--- src/rtl/adder_sum_accumulator.sv ---
// Accumulates a programmed number of unsigned adder sums into a wide register
// and presents the total with a sticky wrap flag over a valid/ready handshake.
//
// state | meaning
// IDLE  | waiting for start; len latched into the remaining-sample counter
// ACCUM | accepting sums, one per cycle while in_valid is high
// DONE  | result held on out_acc/out_ovf until out_ready
module adder_sum_accumulator #(
    parameter int SUM_W = 9,
    parameter int ACC_W = 16,
    parameter int CNT_W = 8
) (
    input  logic             clk,
    input  logic             rst,
    input  logic             start,
    input  logic [CNT_W-1:0] len,
    input  logic             in_valid,
    output logic             in_ready,
    input  logic [SUM_W-1:0] in_sum,
    output logic             out_valid,
    input  logic             out_ready,
    output logic [ACC_W-1:0] out_acc,
    output logic             out_ovf,
    output logic             busy
);

    typedef enum logic [1:0] {
        IDLE  = 2'd0,
        ACCUM = 2'd1,
        DONE  = 2'd2
    } state_t;

    state_t           state;
    state_t           state_nxt;
    logic [ACC_W-1:0] acc;
    logic             ovf;
    logic [CNT_W-1:0] remaining;
    logic             xfer;
    logic             last_xfer;
    logic [ACC_W:0]   sum_wide;

    assign xfer      = (state == ACCUM) && in_valid;
    assign last_xfer = xfer && (remaining == CNT_W'(1));

    // One extra bit captures the carry-out that feeds the sticky flag.
    assign sum_wide  = {1'b0, acc} + (ACC_W+1)'(in_sum);

    always_ff @(posedge clk or posedge rst) begin
        if (rst) begin
            state <= IDLE;
        end else begin
            state <= state_nxt;
        end
    end

    always_comb begin
        state_nxt = state;
        case (state)
            IDLE: begin
                if (start) begin
                    state_nxt = (len == '0) ? DONE : ACCUM;
                end
            end
            ACCUM: begin
                if (last_xfer) begin
                    state_nxt = DONE;
                end
            end
            DONE: begin
                if (out_ready) begin
                    state_nxt = IDLE;
                end
            end
            default: state_nxt = IDLE;
        endcase
    end

    // Handshake outputs depend on the state register only.
    always_comb begin
        in_ready  = 1'b0;
        out_valid = 1'b0;
        busy      = 1'b0;
        case (state)
            ACCUM: begin
                in_ready = 1'b1;
                busy     = 1'b1;
            end
            DONE: begin
                out_valid = 1'b1;
                busy      = 1'b1;
            end
            default: begin
                in_ready  = 1'b0;
                out_valid = 1'b0;
                busy      = 1'b0;
            end
        endcase
    end

    always_ff @(posedge clk or posedge rst) begin
        if (rst) begin
            acc       <= '0;
            ovf       <= 1'b0;
            remaining <= '0;
        end else if ((state == IDLE) && start) begin
            acc       <= '0;
            ovf       <= 1'b0;
            remaining <= len;
        end else if (xfer) begin
            acc       <= sum_wide[ACC_W-1:0];
            ovf       <= ovf | sum_wide[ACC_W];
            remaining <= remaining - CNT_W'(1);
        end
    end

    assign out_acc = acc;
    assign out_ovf = ovf;

endmodule
--- config.mk ---
export PLATFORM = sky130hd
export DESIGN_NAME = adder_sum_accumulator
export DESIGN_NICKNAME = d
export VERILOG_FILES = /design/src/rtl/adder_sum_accumulator.sv
export SDC_FILE = /design/constraint.sdc
export NUM_CORES = 1
export LEC_CHECK = 0
export BUFFER_PORTS_ARGS = -buffer_cell sky130_fd_sc_hd__buf_4
export CORE_AREA = 8 8 69 101
export CTS_BUF_LIST = sky130_fd_sc_hd__clkbuf_16
export CTS_CLUSTER_SIZE = 8
export DETAILED_ROUTE_END_ITERATION = 16
export DIE_AREA = 0 0 77 109
export GPL_TIMING_DRIVEN = 0
export PLACE_DENSITY = 0.54
export SLEW_MARGIN = 20
export SYNTH_ARGS = -nofsm -noshare
export SYNTH_HDL_FRONTEND = slang
export SYNTH_SLANG_ARGS = --single-unit
--- constraint.sdc ---
create_clock -name clk -period 6.57 [get_ports clk]
set_clock_uncertainty 0.2 [all_clocks]
set_input_delay 1.314 -clock clk [delete_from_list [all_inputs] [get_ports clk]]
set_output_delay 1.314 -clock clk [all_outputs]
set_load 0.1 [all_outputs]
==> summary.md <==
| Metric | Value |
|---|---|
| Die area | about 8400 sq um |
| Hpwl dp | around 4.0 mm |
| DRT Wirelength | between 5 and 6 mm |
| Post-Route Setup TNS | 0 ps |
| Hold Vio Cnt, Final | 0 |
| Reg2Reg Depth | 7 |
| Top Ports | 42 |
| Register area share after synthesis | 0.361 |
| Hold Crit Class | reg2reg |
| Rows | 34 |
| Synth area leaders | dfrtp_1 36%, ha_1 9.4%, nand2_1 7.4% |
| Fmax achieved | about 280 MHz |
| Syn nets | ~250 |
| Clk buf depth | 2 |
| Largest net degree at the start of global routing | 28 |
| Gr usage total | 0.124 |
| Final setup violation count | 0 |
| Dominant synthesized flop cell | dfrtp_1 |
| Fillers | 570 |
| Post-synthesis cell count | around 210 |
| DRC Markers | 0 |
| CP max FO | 5 |
| Antenna Nets Post-Route | 0 |
| Final Max Slew Viols | 0 |
| Layout Nets | just under 300 |
| Crit path launch type | primary input |
| IO buf count | roughly 40 |
| Synthesized flop and latch total | 27 |
| Synthesis Warnings | 0 |
| Vias per cell | 5.25 |
| Post-synth EDFFs | 0 |
| Wire length per cell | roughly 16 microns |
| First-pass GRT wire length | about 8.5 mm |
| Total power | 1.17 mW |
| Area of the core | around 5600 sq um |
| H-tree levels | 1 |
| Leakage | between 1 and 1.5 nW |
| Period Utilization, post-route | 0.535 |
| TritonCTS buffer count | 3 |
| Worst EP required | between 6000 and 7000 ps |
| Crit end category | register |
| Starting density of the core | 0.333 |
| GP Congestion | 0.806 |
| Clock share of power | 0.120 |
| Multi-input combinational cell area | ~1100 sq um |
| Critical Path Slowest Stage Cell | a2111oi_2 |
| Yosys cell types | 46 |
| CP peak stage delay | approximately 560 ps |
| Share of layout cells above drive strength 1 | 0.220 |
| Clk Latency, worst-skew pair | roughly 260 ps |
| Yosys top cell area share | 0.361 |
| PwrDens | between 400 and 500 nW/um^2 |
| Post-Syn Area | about 1900 sq um |
| Post-synth ARST share | 1.00 |
| Clock Sinks | 27 |
| R2R setup slack | 3820 ps |
| Ant diodes | 0 |
| Area leader, netlist | dfrtp_1 |
| Die Height | between 100 and 150 microns |
| RSZ-0062 raised after global routing | no |
| Initial DRC count | 59 |
| Maxcap violations | 0 |
| Crit path time final | ~3500 ps |
| CTS tree | yes |
| CP Capture Point | out_ovf$_DFFE_PP0P_ |
| Via count | roughly 1.7k |
| # hold bufs at CTS | 0 |
| Worst vdd ir | 263 uV |
| Mean Syn Cell Area | 8.96 sq um |
| Congestion Overflow GR | 0 |
| Antenna violations before repair | 0 |
| Root buffer cell | clkbuf_16 |
| Switch share | 0.557 |
| Combinational power share | 0.636 |
| CP Data Arrival Time | ~3500 ps |
| Slew @ Worst Pin | approximately 590 ps |
| Slew margin rel. | 0.601 |
| Clock slew at reported path FFs | roughly 70 ps |
| Chip width | 77 microns |
| Final hold slack | between 300 and 400 ps |
| Net load switching power | approximately 0.65 mW |
| Status | completed |
| Seq. cell area | 676 sq um |
| Post-CTS Resized | 0 |
| RR Endpoint | out_ovf$_DFFE_PP0P_ |
| Post-CTS Setup Bufs | 0 |
| Seq pwr share | 0.244 |
| CP startpoint | in_sum[0] |
| WS Path Type | in2reg |
| Synthesis-to-finish area growth | 25.5% |
| DRT Pass-1 Iters | 4 |
| Worst R2R Start | out_acc[0]$_DFFE_PP0P_ |
| Top cells by count, synth | 37 x nand2_1, 27 x dfrtp_1, 16 x o21ai_0, 14 x a21oi_1, 14 x ha_1 |
| Count leader, synth | nand2_1 |
| Vias in the first global route | roughly 1.7k |
| Worst-path cell chain | buf_4, ha_1, fa_1, a211oi_2, nor4b_4, a2111oi_2, nor3_1, o21a_1 |
| Internal cell power | just over 0.5 mW |
==> critical path, delay by kind of cell <==
kind | cells | cell delay, ps
buffers and inverters | 1 | 110
AOI/OAI and AO/OA | 3 | 1150
adders and majority gates | 2 | 660
and+or+nand+nor | 2 | 230
==> metal layers <==
metal / GRT usage / vias up / part of all wire
met3: 0.0223 / 4 / 0.034
met2: 0.224 / 26 / 0.52
li1: - / 855 / -
met1: 0.142 / 826 / 0.43
met5: 0 / - / 0
met4: 0.0461 / 0 / 0.016
==> per-stage QoR <==
| step | utilization | area [sq um] | std cells | setup slack, ps |
|---|---|---|---|---|
| after floorplan | - | 1870 | 209 | 3150 |
| after global placement | 0.404 | 2270 | 322 | 2790 |
| after detailed placement | 0.404 | 2270 | 322 | 2800 |
| after CTS | 0.418 | 2350 | 326 | 3050 |
| after global routing | 0.418 | 2350 | 326 | 2900 |
| final | 0.418 | 2350 | 326 | 3060 |
==> cell families after synthesis <==
kind of cell | Yosys count | share of synthesized area
AOI/OAI and AO/OA | 60 | 0.227
xor gates and xnor gates | 11 | 0.0515
adders and majority gates | 15 | 0.104
buffers and inverters | 14 | 0.0287
DFF | 27 | 0.361
muxes | 3 | 0.0160
and+or+nand+nor | 79 | 0.211
==> cell usage in the layout (no fill, tap or decap), types with 5 or more instances in the layout <==
cell type / count
dfrtp_1: 27
clkbuf_1: 5
nor2_1: 10
ha_1: 14
nand2_1: 37
buf_4: 41
a21oi_1: 14
nor3_1: 7
xnor2_1: 8
o21ai_0: 16
inv_1: 7
==> registers in the layout (all words and copies together) (netlist names) <==
name,flops
state,2
remaining,8
out_acc,16
out_ovf,1
==> cell type report <==
| type | count | share of cell area |
|---|---|---|
| Buffer | 6 | 0.0101 |
| Multi-Input combinational cell | 168 | 0.486 |
| Timing Repair Buffer | 41 | 0.131 |
| Tap cell | 72 | 0.0383 |
| Clock inverter | 1 | 0.00213 |
| Sequential cell | 27 | 0.288 |
| Clock buffer | 3 | 0.0319 |
| Inverter | 8 | 0.0128 |
==> how the worst min path moves through the flow <==
| stage | slack (ps) | from | end | depth (start not counted) |
|---|---|---|---|---|
| final | 310 | out_ovf$_DFFE_PP0P_ | out_ovf$_DFFE_PP0P_ | 1 |
| after global routing | 320 | out_ovf$_DFFE_PP0P_ | out_ovf$_DFFE_PP0P_ | 1 |
| after CTS | 320 | out_ovf$_DFFE_PP0P_ | out_ovf$_DFFE_PP0P_ | 1 |
| after detailed placement | 300 | out_ovf$_DFFE_PP0P_ | out_ovf$_DFFE_PP0P_ | 1 |
| after global placement | 280 | out_ovf$_DFFE_PP0P_ | out_ovf$_DFFE_PP0P_ | 1 |
| after floorplan | 280 | state[0]$_DFFE_PP0P_ | state[0]$_DFFE_PP0P_ | 2 |
==> power groups by stage <==
stage | logic, mW | registers, mW | clock network (mW)
final | 0.744 | 0.286 | 0.141
after global routing | 0.809 | 0.293 | 0.153
after CTS | 0.749 | 0.285 | 0.146
after detailed placement | 0.746 | 0.288 | 0
after global placement | 0.741 | 0.286 | 0
after floorplan | 0.413 | 0.460 | 0
Note: power is estimated with default switching activity, not from simulation.
